File: src/rtl/lc3_control_fsm.sv
// rtl/lc3_control_fsm.sv - LC-3 Moore control FSM with programmable SRAM wait cycles
// Drives datapath load strobes, bus gates, mux selects, ALUK and memory strobes.
module lc3_control_fsm #(
    parameter int MEM_WAIT    = 2,
    parameter bit PAUSE_FETCH = 1'b0
) (
    input  logic       Clk,
    input  logic       Reset,
    input  logic       Run,
    input  logic       Continue,
    input  logic [3:0] Opcode,
    input  logic       IR_5,
    input  logic       IR_11,
    input  logic       BEN,
    output logic       LD_MAR,
    output logic       LD_MDR,
    output logic       LD_IR,
    output logic       LD_BEN,
    output logic       LD_CC,
    output logic       LD_REG,
    output logic       LD_PC,
    output logic       LD_LED,
    output logic       GatePC,
    output logic       GateMDR,
    output logic       GateALU,
    output logic       GateMARMUX,
    output logic       DRMUX,
    output logic       SR1MUX,
    output logic       SR2MUX,
    output logic       ADDR1MUX,
    output logic [1:0] PCMUX,
    output logic [1:0] ADDR2MUX,
    output logic [1:0] ALUK,
    output logic       Mem_OE,
    output logic       Mem_WE,
    output logic       MIO_EN
);

    typedef enum logic [4:0] {
        HALTED, S18, S33, S35, PAUSE_IR1, PAUSE_IR2, S32,
        S01, S05, S09, S00, S22, S12, S04, S21, S20,
        S06, S25, S27, S07, S23, S16, PAUSE1, PAUSE2
    } state_t;

    localparam logic [2:0] WAIT_LAST = 3'(MEM_WAIT);

    state_t     state;
    state_t     next_state;
    logic [2:0] wait_cnt;
    logic       in_wait;
    logic       wait_done;

    assign in_wait   = state inside {S33, S25, S16};
    assign wait_done = (wait_cnt == WAIT_LAST);
    assign MIO_EN    = ~Mem_OE;

    // Counter restarts at zero whenever a wait state is entered or left.
    always_ff @(posedge Clk) begin
        if (Reset) begin
            state    <= HALTED;
            wait_cnt <= 3'd0;
        end else begin
            state    <= next_state;
            wait_cnt <= (in_wait && next_state == state) ? wait_cnt + 3'd1 : 3'd0;
        end
    end

    always_comb begin
        next_state = state;
        LD_MAR     = 1'b0;
        LD_MDR     = 1'b0;
        LD_IR      = 1'b0;
        LD_BEN     = 1'b0;
        LD_CC      = 1'b0;
        LD_REG     = 1'b0;
        LD_PC      = 1'b0;
        LD_LED     = 1'b0;
        GatePC     = 1'b0;
        GateMDR    = 1'b0;
        GateALU    = 1'b0;
        GateMARMUX = 1'b0;
        DRMUX      = 1'b0;
        SR1MUX     = 1'b0;
        SR2MUX     = 1'b0;
        ADDR1MUX   = 1'b0;
        PCMUX      = 2'b00;
        ADDR2MUX   = 2'b00;
        ALUK       = 2'b00;
        Mem_OE     = 1'b1;
        Mem_WE     = 1'b1;

        case (state)
            HALTED: if (Run) next_state = S18;
            S18: begin
                GatePC     = 1'b1;
                LD_MAR     = 1'b1;
                LD_PC      = 1'b1;
                next_state = S33;
            end
            S33: begin
                Mem_OE = 1'b0;
                if (wait_done) begin
                    LD_MDR     = 1'b1;
                    next_state = S35;
                end
            end
            S35: begin
                GateMDR    = 1'b1;
                LD_IR      = 1'b1;
                next_state = PAUSE_FETCH ? PAUSE_IR1 : S32;
            end
            PAUSE_IR1: if (Continue) next_state = PAUSE_IR2;
            PAUSE_IR2: if (!Continue) next_state = S32;
            S32: begin
                LD_BEN = 1'b1;
                case (Opcode)
                    4'b0001: next_state = S01;
                    4'b0101: next_state = S05;
                    4'b1001: next_state = S09;
                    4'b0000: next_state = S00;
                    4'b1100: next_state = S12;
                    4'b0100: next_state = S04;
                    4'b0110: next_state = S06;
                    4'b0111: next_state = S07;
                    4'b1101: next_state = PAUSE1;
                    default: next_state = S18;
                endcase
            end
            S01, S05: begin
                SR1MUX     = 1'b1;
                SR2MUX     = IR_5;
                ALUK       = (state == S05) ? 2'b01 : 2'b00;
                GateALU    = 1'b1;
                LD_REG     = 1'b1;
                LD_CC      = 1'b1;
                next_state = S18;
            end
            S09: begin
                SR1MUX     = 1'b1;
                ALUK       = 2'b10;
                GateALU    = 1'b1;
                LD_REG     = 1'b1;
                LD_CC      = 1'b1;
                next_state = S18;
            end
            S00: next_state = BEN ? S22 : S18;
            S22: begin
                ADDR2MUX   = 2'b01;
                PCMUX      = 2'b10;
                LD_PC      = 1'b1;
                next_state = S18;
            end
            S12: begin
                SR1MUX     = 1'b1;
                ALUK       = 2'b11;
                GateALU    = 1'b1;
                PCMUX      = 2'b01;
                LD_PC      = 1'b1;
                next_state = S18;
            end
            S04: begin
                GatePC     = 1'b1;
                DRMUX      = 1'b1;
                LD_REG     = 1'b1;
                next_state = IR_11 ? S21 : S20;
            end
            S21: begin
                PCMUX      = 2'b10;
                LD_PC      = 1'b1;
                next_state = S18;
            end
            S20: begin
                SR1MUX     = 1'b1;
                ADDR1MUX   = 1'b1;
                ADDR2MUX   = 2'b11;
                PCMUX      = 2'b10;
                LD_PC      = 1'b1;
                next_state = S18;
            end
            // Base+offset6 address computation shared by LDR and STR.
            S06, S07: begin
                SR1MUX     = 1'b1;
                ADDR1MUX   = 1'b1;
                ADDR2MUX   = 2'b10;
                GateMARMUX = 1'b1;
                LD_MAR     = 1'b1;
                next_state = (state == S06) ? S25 : S23;
            end
            S25: begin
                Mem_OE = 1'b0;
                if (wait_done) begin
                    LD_MDR     = 1'b1;
                    next_state = S27;
                end
            end
            S27: begin
                GateMDR    = 1'b1;
                LD_REG     = 1'b1;
                LD_CC      = 1'b1;
                next_state = S18;
            end
            S23: begin
                ALUK       = 2'b11;
                GateALU    = 1'b1;
                LD_MDR     = 1'b1;
                next_state = S16;
            end
            S16: begin
                Mem_WE = 1'b0;
                if (wait_done) next_state = S18;
            end
            PAUSE1: begin
                LD_LED = 1'b1;
                if (Continue) next_state = PAUSE2;
            end
            PAUSE2: begin
                LD_LED = 1'b1;
                if (!Continue) next_state = S18;
            end
            default: next_state = HALTED;
        endcase
    end

endmodule

File: config.mk
export PLATFORM = sky130hd
export DESIGN_NAME = lc3_control_fsm
export DESIGN_NICKNAME = d
export VERILOG_FILES = /design/src/rtl/lc3_control_fsm.sv
export SDC_FILE = /design/constraint.sdc
export NUM_CORES = 1
export LEC_CHECK = 0
export BUFFER_PORTS_ARGS = -buffer_cell sky130_fd_sc_hd__buf_4
export CAP_MARGIN = 30
export CORE_UTILIZATION = 30
export CTS_BUF_LIST = sky130_fd_sc_hd__clkbuf_4
export CTS_CLUSTER_DIAMETER = 30
export DETAILED_ROUTE_END_ITERATION = 6
export PLACE_DENSITY = 0.49
export SLEW_MARGIN = 5
export SYNTH_ARGS = -nofsm -noshare
export SYNTH_HDL_FRONTEND = slang
export SYNTH_SLANG_ARGS = --single-unit
File: constraint.sdc
create_clock -name Clk -period 2.3 [get_ports Clk]
set_input_delay 0 -clock Clk [delete_from_list [all_inputs] [get_ports Clk]]
set_output_delay 0 -clock Clk [all_outputs]
set_load 0.01 [all_outputs]
==> results.py, run 1 <==
metrics = {
    "run_status": {
        "status": "finished clean",
    },
    "placed_design": {
        "gp_congestion": 0.817,
        "place_ws_ps": 239,
        "dpl.hpwl_um": 3030,
        "placed_cell_area_mm2": 0.00156,
        "io_buffers": 35,
    },
    "cells_and_area": {
        "n_fill_cell": 418,
        "fin_nets": 238,
        "diodes": 0,
        "stdcell_area_mm2": 0.00159,
        "drive_above_1_share": 0.292,
        "syn2layout_area_growth_pct": 29.2,
        "layout_commonest_cell": "buf_4",
        "final_cell_mix": "buf_4 (48), nor2_1 (19), nand2_1 (18)",
    },
    "drt": {
        "drt_iter0_drc": 123,
        "viasPerCell": 5.43,
        "final_antenna_net_count": 0,
        "vias": 1449,
        "dr.pass1.iters": 4,
        "wirelength_um": 3830,
        "drc": 0,
        "routedWlPerCell_um": 14.3,
    },
    "logic_synthesis": {
        "synthesis.nets": 198,
        "syn_area_mm2": 0.00123,
        "synth_top_area_frac": 0.130,
        "yosys-top-cells-area": "dfxtp_1 (13%), ha_1 (6.1%), nor2_1 (5.8%)",
        "yosys_warnings": 0,
        "synth_cell_types": 58,
        "synth-edff-count": 0,
        "synthArstFlopShare": 0,
        "synth_area_leader_cell": "dfxtp_1",
        "ys_seq_elements": 8,
        "synth.avg_cell_area_um2": 6.80,
        "synth.yosys.seq_area_share": 0.130,
        "syn_inst": 181,
        "synth_flop_cell": "dfxtp_1",
    },
    "global_route": {
        "grt_pass1_wl_um": 6290,
        "grt_max_degree": 21,
        "grt_pass1_vias": 1368,
        "grt_overflow_total": 0,
        "antenna_found_initial": 0,
        "grt_use_total": 0.185,
    },
    "worst_setup_path": {
        "path_class": "reg -> reg",
        "crit_path_end_kind": "flop",
        "path_cells": "and2b_1 > nand2b_1 > o2111ai_1 > or4_4 > a211oi_1",
        "cp_max_fo": 16,
        "critPathArrivalTime_ps": 2250,
        "slowest_stage": "dfxtp_1",
        "critPathRequiredTime_ps": 2460,
        "critPathMaxStageDelay_ps": 650,
        "startpoint_type": "flop",
    },
    "timing": {
        "skew_ps": 0.812,
        "fin_setup_tns_ps": 0,
        "fin_crit_sh": 0.911,
        "maxSlewViolCount": 0,
        "setup_viol": 0,
        "tightest_slew_ps": 537,
        "fmax_mhz": 477,
        "finalCriticalPeriod_ps": 2100,
        "worst_slack_ps": 204,
        "hold_viol": 0,
        "rsz0062_at_grt": "no",
        "slew-limit-headroom": 0.642,
    },
    "cts": {
        "cts-resized-gates": 0,
        "clock_path_buffers": 2,
        "cts_setup_buffers": 0,
        "cts_buffers": 3,
        "clkTransAtPathRegs_ps": 50,
        "clk_latency_ps": 250,
        "ctsRootBufferMaster": "clkbuf_4",
        "cts_tree": "built",
        "cts_hold_buf": 1,
        "cts_max_level": 1,
        "clkSinkCount": 8,
    },
    "pwr": {
        "power_density_mw_per_mm2": 256,
        "vdd_drop_max_v": 0.000128,
        "p_leak_uw": 0.000702,
        "power_uw": 406,
    },
    "die": {
        "initial_core_util": 0.324,
        "fp.dieW_um": 66.0,
        "rows": 22,
        "boundaryPins": 36,
        "die_area_mm2": 0.00436,
        "dieHeight_um": 66.0,
        "core_area_mm2": 0.00380,
    },
    "hold_path": {
        "hold_path_class": "in -> reg",
    },
    "flow_run": {
        "max-cap-violations": 0,
    },
}
[per-layer routing]
metal,GRT usage,up-vias,wire length (µm)
met2,0.306,64,1830
li1,-,725,-
met1,0.246,654,1670
met3,0.0241,6,264
met4,0.0585,0,70
met5,0,-,0
[stage by stage]
step | hold slack [ps] | std cells | utilization
2_1_floorplan | 69.1 | 181 | -
6_report | 65.4 | 267 | 0.418
4_1_cts | 61.6 | 267 | 0.418
5_1_grt | 97.5 | 267 | 0.418
3_3_place_gp | 207 | 263 | 0.410
3_5_place_dp | 204 | 263 | 0.410
[critical path, delay by kind of cell (launching register included)]
| kind | cells | cell delay [ps] |
|---|---|---|
| AOI/OAI and AO/OA | 2 | 430 |
| and+or+nand+nor | 3 | 930 |
| DFF | 1 | 650 |
[final timing paths]
path / startpoint / endpoint / slack (ps) / cells past startpoint
setup / recovery: state[1]$_SDFF_PP0_ / wait_cnt[0]$_SDFF_PP0_ / 200 / 5
hold / removal: Opcode[2] / state[4]$_SDFF_PP0_ / 70 / 3
setup reg to reg: state[1]$_SDFF_PP0_ / wait_cnt[0]$_SDFF_PP0_ / 200 / 5
hold reg to reg: wait_cnt[0]$_SDFF_PP0_ / wait_cnt[0]$_SDFF_PP0_ / 470 / 1
[report_power, final]
group	total (µW)	switching (µW)	internal (µW)	leakage (µW)
sequential	154	11.2	143	0.0000648
clock	102	43.1	59.4	0.0000138
combinational	150	79.9	69.9	0.000623
[synth_stat cells (all sizes together) (2+ instances only)]
cell type,instances
nor2,20
nand2,19
a21oi,12
buf,11
inv,11
nor3,11
o21ai,11
dfxtp,8
nor2b,8
nand3,7
ha,6
a211oi,4
clkbuf,3
nand2b,3
nor3b,3
o211ai,3
a31o,2
a31oi,2
and2,2
and2b,2
and3,2
o2111ai,2
o22ai,2
o2bb2ai,2
or3b,2
xnor2,2
xor2,2
[cells by family after synthesis]
| family | after synthesis | synth area share |
|---|---|---|
| xor+xnor | 4 | 0.0285 |
| flops | 8 | 0.130 |
| simple gates | 86 | 0.385 |
| buf+inv | 25 | 0.110 |
| compound gates | 51 | 0.278 |
| mux | 1 | 0.00814 |
| fa+ha+maj | 6 | 0.0610 |
[cell type report]
cell class,instances,area [µm²],share of cell area
clock buffer,3,22.5,0.0142
inverter,11,41.3,0.0260
multi-input combinational,148,935,0.588
sequential,8,160,0.101
tap,48,60.1,0.0378
timing repair buffer,49,370,0.233
[registers in the layout, indices dropped and copies added, names as in the netlist]
name,flops
state,5
wait_cnt,3
Power figures use the tool's default switching activity.
==> run 2, diff against run 1 <==
SETUP_SLACK_MARGIN = 0.5   (was not set)
==> results.py, run 2 (synthesis results as in run 1) <==
metrics = {
    "run_status": {
        "status": "finished clean",
    },
    "pwr": {
        "vdd_drop_max_v": 0.000156,
        "power_switching_uw": 146,
        "p_seq_frac": 0.356,
        "pwr-share-clk": 0.246,
        "swShare": 0.343,
        "p_leak_uw": 0.000755,
        "power_density_mw_per_mm2": 242,
        "combPwrFrac": 0.398,
        "intPower_uw": 279,
    },
    "placed_design": {
        "dp.cells": 262,
        "gp_congestion": 0.839,
        "dpl.hpwl_um": 3040,
        "io_buffers": 35,
    },
    "die": {
        "dieHeight_um": 66.0,
        "core_area_mm2": 0.00380,
        "boundaryPins": 36,
        "rows": 22,
        "die_area_mm2": 0.00436,
        "initial_core_util": 0.324,
        "fp.dieW_um": 66.0,
    },
    "global_route": {
        "grt_pass1_wl_um": 6820,
        "grt_overflow_total": 0,
        "grt_max_degree": 22,
        "grt_pass1_vias": 1408,
        "antenna_found_initial": 0,
        "grt_use_total": 0.202,
    },
    "cts": {
        "ctsRootBufferMaster": "clkbuf_4",
        "cts_buffers": 3,
        "cts_max_level": 1,
        "cts_tree": "built",
        "clock_path_buffers": 2,
        "clk_latency_ps": 250,
        "clkTransAtPathRegs_ps": 60,
        "clkSinkCount": 8,
    },
    "timing": {
        "finalCriticalPeriod_ps": 1850,
        "hold_viol": 0,
        "fin_crit_sh": 0.804,
        "slew-limit-headroom": 0.689,
        "rsz0062_at_grt": "yes",
        "fmax_mhz": 540,
        "setup_viol": 0,
        "maxSlewViolCount": 0,
        "tightest_slew_ps": 465,
        "skew_ps": 5.24,
        "fin_setup_tns_ps": 0,
    },
    "worst_setup_path": {
        "critPathArrivalTime_ps": 1850,
        "startpoint_type": "flop",
        "critical_path.startpoint": "wait_cnt[0]$_SDFF_PP0_",
        "rrSetupSlack_ps": 450,
        "r2r_end": "wait_cnt[2]$_SDFF_PP0_",
        "crit_path_end_kind": "output pin",
        "path_class": "reg -> out",
        "r2r-start": "wait_cnt[0]$_SDFF_PP0_",
        "cp-endpoint": "LD_MDR",
        "r2r_cells": 7,
        "critPathRequiredTime_ps": 2300,
        "cp_max_fo": 2,
    },
    "hold_path": {
        "hold_path_class": "in -> reg",
        "hold_path.startpoint": "Opcode[2]",
    },
    "drt": {
        "drt_iter0_drc": 71,
        "final_antenna_net_count": 0,
        "viasPerCell": 5.48,
        "vias": 1507,
        "dr.pass1.iters": 4,
        "wirelength_um": 4130,
        "routedWlPerCell_um": 15.0,
        "drc": 0,
    },
    "cells_and_area": {
        "n_fill_cell": 392,
        "top_register": "state",
        "largest_reg_flops": 5,
        "fin_nets": 246,
        "layoutNonFillerInstCount": 275,
        "reg_top3": "state (5), wait_cnt (3)",
        "final_cell_mix": "buf_4 (53), nor2_1 (18), nand2_1 (18)",
        "layout_commonest_cell": "buf_4",
        "syn2layout_area_growth_pct": 42.8,
        "final_util": 0.462,
        "diodes": 0,
        "drive_above_1_share": 0.419,
    },
    "flow_run": {
        "max-cap-violations": 0,
    },
}
## run 2: changes by cell type in the layout (fill, tap and decap cells not counted), sizes merged
cell	change
buf	+8
## run 2: per-layer routing
layer / share of wire / vias up / track usage
met5: 0 / - / 0
met4: 0.011 / 0 / 0.0718
met3: 0.044 / 4 / 0.0276
met2: 0.48 / 46 / 0.319
met1: 0.46 / 719 / 0.277
li1: - / 738 / -
## run 2: worst min-delay path by stage
stage                                     end  slack [ps]  cells after the start
final                     state[4]$_SDFF_PP0_          50                      3
after detailed placement  state[4]$_SDFF_PP0_         210                      2
after CTS                 state[4]$_SDFF_PP0_          40                      3
after global routing      state[4]$_SDFF_PP0_          50                      3
after global placement    state[4]$_SDFF_PP0_         210                      2
after floorplan           state[2]$_SDFF_PP0_          70                      1
## run 2: final cells by class
type | count | area, µm² | share of cell area
Multi-Input combinational cell | 148 | 1010 | 0.576
Timing Repair Buffer | 57 | 445 | 0.254
Sequential cell | 8 | 176 | 0.100
Tap cell | 48 | 60.1 | 0.0342
Inverter | 11 | 41.3 | 0.0235
Clock buffer | 3 | 22.5 | 0.0128
## run 2: repair_timing
action,4_1_cts,5_1_grt
resized for setup,22,10
hold buffers,1,0
pin swaps,8,4
hold endpoints to repair,4,0
setup buffers,8,1
setup endpoints to repair,12,7
## run 2: power groups by stage
stage	Sequential [µW]	Clock (µW)	Combinational, µW
2_1_floorplan	149	0	97.2
4_1_cts	152	112	161
3_5_place_dp	155	0	149
6_report	151	105	169
3_3_place_gp	155	0	148
5_1_grt	152	125	185
## run 2: worst max-delay path, cell delays in order (launching register included)
cell,delay (ps)
dfxtp_2,320
inv_2,60
ha_4,120
or3b_4,390
buf_6,130
nor3_2,90
a31oi_1,60
o22a_1,200
nor2_1,120
buf_4,120
## run 2: stage by stage
| stage | area (µm²) | worst slack, ps | power [µW] | hold WS, ps |
|---|---|---|---|---|
| 2_1_floorplan | 1230 | 499 | 246 | 69.1 |
| 3_3_place_gp | 1550 | 289 | 303 | 206 |
| 3_5_place_dp | 1550 | 187 | 303 | 207 |
| 4_1_cts | 1720 | 430 | 425 | 41.0 |
| 5_1_grt | 1760 | 373 | 463 | 54.8 |
| 6_report | 1760 | 450 | 425 | 46.9 |
